`config.mk`:
```
export PLATFORM = sky130hd
export DESIGN_NAME = bp_out_wb_stream
export DESIGN_NICKNAME = d
export VERILOG_FILES = /design/src/rtl/bp_pkg.sv /design/src/rtl/bp_lane_mux.sv /design/src/rtl/bp_out_wb_stream.sv
export SDC_FILE = /design/constraint.sdc
export NUM_CORES = 1
export LEC_CHECK = 0
export CORE_UTILIZATION = 45
export CTS_CLUSTER_SIZE = 40
export DETAILED_ROUTE_END_ITERATION = 16
export HOLD_SLACK_MARGIN = 0.05
export PLACE_DENSITY = 0.76
export RECOVER_POWER = 25
export SLEW_MARGIN = 40
export SYNTH_ARGS = -nofsm -noshare
export SYNTH_HDL_FRONTEND = slang
export SYNTH_SLANG_ARGS = --single-unit
```
`constraint.sdc`:
```
create_clock -name clk -period 3.5 [get_ports clk]
set_clock_uncertainty 0.2 [all_clocks]
set_input_delay 1.05 -clock clk [delete_from_list [all_inputs] [get_ports clk]]
set_output_delay 1.05 -clock clk [all_outputs]
set_load 0.05 [all_outputs]
```
`src/rtl/bp_pkg.sv`:
```
// Shared types and sizing helpers for the output-buffer write-back streamer.
// Holds the FSM state encoding and the lane/group arithmetic used by the top and the lane mux.
package bp_pkg;

    typedef enum logic [2:0] {
        IDLE = 3'd0,
        READ = 3'd1,
        WAIT = 3'd2,
        SEND = 3'd3,
        FIN  = 3'd4
    } bp_state_t;

    function automatic int bp_lanes(input int bus_dw, input int psu_dw);
        return bus_dw / psu_dw;
    endfunction

    function automatic int bp_groups(input int cols, input int lanes);
        return (cols + lanes - 1) / lanes;
    endfunction

endpackage

```
`src/rtl/bp_lane_mux.sv`:
```
// Selects one group of column words onto the output lanes, zero-padding columns past BP_COLS.
// Purely combinational; no backpressure involvement.
module bp_lane_mux #(
    parameter int BP_COLS = 15,
    parameter int PSU_DW  = 16,
    parameter int LANES   = 4,
    parameter int GROUPS  = 4,
    parameter int GW      = 2
) (
    input  logic [BP_COLS*PSU_DW-1:0] row_dat,
    input  logic [GW-1:0]             group,
    output logic [LANES*PSU_DW-1:0]   lane_dat
);

    localparam int BEAT_W = LANES * PSU_DW;
    localparam int PAD_W  = GROUPS * BEAT_W;

    logic [PAD_W-1:0] padded;

    // Zero-extending the row gives the padding lanes of the final group for free.
    always_comb begin
        padded   = PAD_W'(row_dat);
        lane_dat = padded[group*BEAT_W +: BEAT_W];
    end

endmodule

```
`src/rtl/bp_out_wb_stream.sv`:
```
// Streams rows of the output buffer out as AXI-Stream beats, GROUPS beats per row.
// Latency: GROUPS+1+RD_LAT cycles per row with tready high; a beat holds while tready is low.
module bp_out_wb_stream
    import bp_pkg::*;
#(
    parameter int BP_COLS          = 15,
    parameter int PSU_DW           = 16,
    parameter int BUS_DW           = 64,
    parameter int BP_OUT_BUF_DEPTH = 10,
    parameter int RD_LAT           = 1
) (
    input  logic                          clk,
    input  logic                          rst,
    input  logic                          start,
    input  logic                          wb_sel,
    input  logic [BP_OUT_BUF_DEPTH-1:0]   base_addr,
    input  logic [BP_OUT_BUF_DEPTH:0]     num_rows,
    output logic                          busy,
    output logic                          done,
    output logic                          buf_rd_en,
    output logic                          buf_rd_sel,
    output logic [BP_OUT_BUF_DEPTH-1:0]   buf_rd_addr,
    input  logic [BP_COLS*PSU_DW-1:0]     buf_rd_data,
    output logic [BUS_DW-1:0]             m_axis_tdata,
    output logic                          m_axis_tvalid,
    input  logic                          m_axis_tready,
    output logic                          m_axis_tlast
);

    localparam int LANES  = bp_lanes(BUS_DW, PSU_DW);
    localparam int GROUPS = bp_groups(BP_COLS, LANES);
    localparam int GW     = (GROUPS > 1) ? $clog2(GROUPS) : 1;

    localparam logic [GW-1:0]               LAST_GRP = GW'(GROUPS - 1);
    localparam logic [GW-1:0]               GRP_ONE  = GW'(1);
    localparam logic [1:0]                  LAST_LAT = 2'(RD_LAT - 1);
    localparam logic [BP_OUT_BUF_DEPTH-1:0] ADDR_ONE = BP_OUT_BUF_DEPTH'(1);
    localparam logic [BP_OUT_BUF_DEPTH:0]   ROW_ONE  = (BP_OUT_BUF_DEPTH + 1)'(1);

    if (BUS_DW % PSU_DW != 0) begin : g_bad_dw
        $error("bp_out_wb_stream: PSU_DW must divide BUS_DW");
    end
    if (RD_LAT < 1 || RD_LAT > 3) begin : g_bad_lat
        $error("bp_out_wb_stream: RD_LAT must be 1..3");
    end

    bp_state_t                     state_q, state_d;
    logic [BP_OUT_BUF_DEPTH-1:0]   row_addr_q;
    logic [BP_OUT_BUF_DEPTH:0]     rows_left_q;
    logic                          sel_q;
    logic [GW-1:0]                 group_q;
    logic [1:0]                    lat_q;
    logic [BP_COLS*PSU_DW-1:0]     row_q;
    logic [BUS_DW-1:0]             mux_dat;

    logic grp_last, row_last;
    assign grp_last = (group_q == LAST_GRP);
    assign row_last = (rows_left_q == ROW_ONE);

    always_ff @(posedge clk) begin
        if (rst) begin
            state_q <= IDLE;
        end else begin
            state_q <= state_d;
        end
    end

    always_comb begin
        state_d = state_q;
        case (state_q)
            IDLE: begin
                if (start) begin
                    state_d = (num_rows == '0) ? FIN : READ;
                end
            end
            READ: state_d = WAIT;
            WAIT: begin
                if (lat_q == LAST_LAT) begin
                    state_d = SEND;
                end
            end
            SEND: begin
                if (m_axis_tready && grp_last) begin
                    state_d = row_last ? FIN : READ;
                end
            end
            FIN:     state_d = IDLE;
            default: state_d = IDLE;
        endcase
    end

    // Job context and row datapath; rows_left is only decremented between rows, so 1 marks the last row.
    always_ff @(posedge clk) begin
        if (rst) begin
            row_addr_q  <= '0;
            rows_left_q <= '0;
            sel_q       <= 1'b0;
            group_q     <= '0;
            lat_q       <= '0;
            row_q       <= '0;
        end else begin
            case (state_q)
                IDLE: begin
                    if (start) begin
                        row_addr_q  <= base_addr;
                        sel_q       <= wb_sel;
                        rows_left_q <= num_rows;
                    end
                end
                READ: lat_q <= '0;
                WAIT: begin
                    lat_q <= lat_q + 2'd1;
                    if (lat_q == LAST_LAT) begin
                        row_q   <= buf_rd_data;
                        group_q <= '0;
                    end
                end
                SEND: begin
                    if (m_axis_tready) begin
                        if (grp_last) begin
                            group_q <= '0;
                            if (!row_last) begin
                                rows_left_q <= rows_left_q - ROW_ONE;
                                row_addr_q  <= row_addr_q + ADDR_ONE;
                            end
                        end else begin
                            group_q <= group_q + GRP_ONE;
                        end
                    end
                end
                default: ;
            endcase
        end
    end

    bp_lane_mux #(
        .BP_COLS (BP_COLS),
        .PSU_DW  (PSU_DW),
        .LANES   (LANES),
        .GROUPS  (GROUPS),
        .GW      (GW)
    ) u_lane_mux (
        .row_dat  (row_q),
        .group    (group_q),
        .lane_dat (mux_dat)
    );

    always_comb begin
        busy          = (state_q != IDLE);
        done          = (state_q == FIN);
        buf_rd_en     = (state_q == READ);
        buf_rd_sel    = sel_q;
        buf_rd_addr   = row_addr_q;
        m_axis_tvalid = (state_q == SEND);
        m_axis_tlast  = (state_q == SEND) && grp_last && row_last;
        m_axis_tdata  = (state_q == SEND) ? mux_dat : '0;
    end

endmodule
```
==> flow_summary.toml <==
[setup_path]
startpoint_type = "flop"
slowest_delay_ps = 340
path_cells = "inv_1 > ha_1 > nor4b_2 > and3_1 > and3_1 > buf_12"
cp.arrival_ps = 2140
path_common_cell = "and3_1"
critPathCaptureType = "primary output"
worstPathRequired_ps = 2250
r2r_cells = 7
crit_type = "flop to primary output"
crit_path_max_fanout = 5
crit_slowest_cell = "dfxtp_1"
rrSetupSlack_ps = 510

[route]
routed_wl_um = 37100
drc = 0
viasPerCell = 5.43
wl_per_cell_um = 17.6
drtAntennaViolNets = 0
dr.pass1.iters = 7
drt_iter0_drc = 1035
vias = 11445

[synth]
synth_area_per_cell_um2 = 8.14
synth_fp_nets = 1734
ys_top_cells_by_count = "nand2_1, a21oi_1, dfxtp_1, clkbuf_1, and2_1"
ys_warn_count = 0
netlist_area_um2 = 11900
synth_top_cell_area_share_pct = 45.2
ys_seq_area_share_pct = 45.2
synth_ff_type = "dfxtp_1"
ys_top_cells_by_area = "dfxtp_1, nand2_1, a21oi_1, mux4_2, clkbuf_1"
synth_edf_count = 0
yosysMostFrequentCell = "nand2_1"
ys_ff_latch = 269
synth_cells = 1463
yosys.area.top_type = "dfxtp_1"
synth.distinct_cells = 61
synthArstFlopShare_pct = 0

[power_and_ir_drop]
peakVddDrop_v = 0.000390
total_power_mw = 8.56
leakage_nw = 6.08
p_per_area_nw_per_um2 = 495

[clock_tree]
cts_hold_buf = 0
insertion_delay_ps = 540
cts-root-buf = "clkbuf_16"
cts_sinks = 269
cts_tree = "yes"
numCtsBuffers = 28
clk_path_buf_depth = 3
clk_pin_slew_ps = 60
cts_max_level = 1

[timing]
fin_crit_sh_pct = 96.9
hold_ws_ps = 252
tightest_slew_ps = 1770
timing.final.hold_violations = 0
fin_setup_tns_ps = 0
period_needed_ps = 3390
max_freq_mhz = 295
setup_viol = 0
timing.slew.headroom_pct = -17.9
maxSlewViolCount = 90
fin_ws_ps = 109

[die]
die_x_um = 165
io_pins = 346
dieArea_um2 = 27100
core_um2 = 26000
row_count = 59
die_h_um = 165
initial_core_util_pct = 45.8

[grt]
grt_pass1_vias = 10937
groute.usage.overall_pct = 26.4
grt_antenna_before_repair = 6
grt_max_degree = 120
grt_pass1_wl_um = 56800
grt_overflow = 0

[cells_and_area]
finalInstanceArea_um2 = 17300
drive_above_1_share_pct = 11.6
area_delta_synth_final_pct = 45.2
fillers = 2124
nets = 2016

[place]
dp_slack_ps = 297
routabilityCongestion = 0.892
dpl.hpwl_um = 24500
port_buffers = 345
placed_area_um2 = 16200

[run]
cap_violations = 1

[min_path]
whs_path_depth = 2
hold_path.class = "flop to flop"

[status]
status = "complete, but fails checks"
failed_checks = "max-capacitance violations, max-slew violations"
## critical path: cells and delay by family (launching register included)
kind	cells	cell delay, ps
adders and majority gates	1	170
buffers and inverters	2	260
DFF	1	340
and+or+nand+nor	3	830
## per-layer routing
layer  global-route usage [%]  part of all wire (%)  routed length (um)
met1                     33.0                    41               15200
met2                     44.4                    49               18100
met3                     5.10                   6.3                2340
met4                     11.1                   4.1                1520
met5                        0                 0.035                  13
## cell type report
type	instances	area [um^2]	share of cell area (%)
antenna	7	17.5	0.101
clock buffer	43	868	5.02
clock inverter	9	148	0.854
inverter	11	41.3	0.239
multi-input combinational	1063	5960	34.5
sequential	269	5400	31.2
tap	335	419	2.42
timing repair buffer	372	4440	25.7
## where the power goes
group / internal (mW) / switching (mW)
Clock: 1.99 / 1.24
Sequential: 3.38 / 0.207
Combinational: 0.787 / 0.948
## worst paths after layout
kind | end | from
max | m_axis_tlast | rows_left_q[1]
min | row_q[56] | row_q[56]
max reg2reg | row_q[0] | lat_q[0]
min reg2reg | row_q[56] | row_q[56]
## flip-flops by register name, indices dropped and copies added (netlist names)
| register | cells |
|---|---|
| buf_rd_sel | 1 |
| rows_left_q | 11 |
| group_q | 2 |
| buf_rd_addr | 10 |
| state_q | 3 |
| row_q | 240 |
| lat_q | 2 |
## logic make-up (layout without fill, tap and decap cells)
logic type / count (synthesis) / count (layout) / share of synthesized area, %
AO/OA/AOI/OAI: 339 / 339 / 15.7
adder cells (fa/ha/maj): 5 / 5 / 0.525
buffers and inverters: 131 / 435 / 4.83
flip-flops: 269 / 269 / 45.2
multiplexers: 65 / 65 / 10.5
other: 0 / 7 / 0
AND/OR/NAND/NOR: 654 / 654 / 23.2
## per-stage QoR
step	util [%]	cells
global route	66.5	2107
global placement	62.5	2047
CTS	66.5	2102
finish	66.5	2109
detailed placement	62.5	2047
floorplan	-	1463
## placed cells by master (no fill, tap or decap), types with 6 or more instances in the layout
master,synthesis,layout
nand2_1,502,502
a21oi_1,278,278
clkdlybuf4s50_1,0,275
dfxtp_1,269,265
buf_12,0,75
and2_1,51,51
mux4_2,48,48
nor2_1,40,40
clkbuf_16,0,29
mux2i_1,17,17
buf_4,0,13
inv_1,11,10
nor3_1,10,10
clkbuf_8,5,10
o21ai_0,9,9
diode_2,0,7
nand3_1,7,7
o32ai_1,6,6
clkbuf_1,87,6
## what timing repair did
action | CTS | global route
setup endpoints to repair | 39 | 31
pin swaps | 0 | 0
resized for setup | 0 | 6
buffers inserted | 3 | 0
hold endpoints to repair | 0 | 0
(Power assumes the default switching activity.)
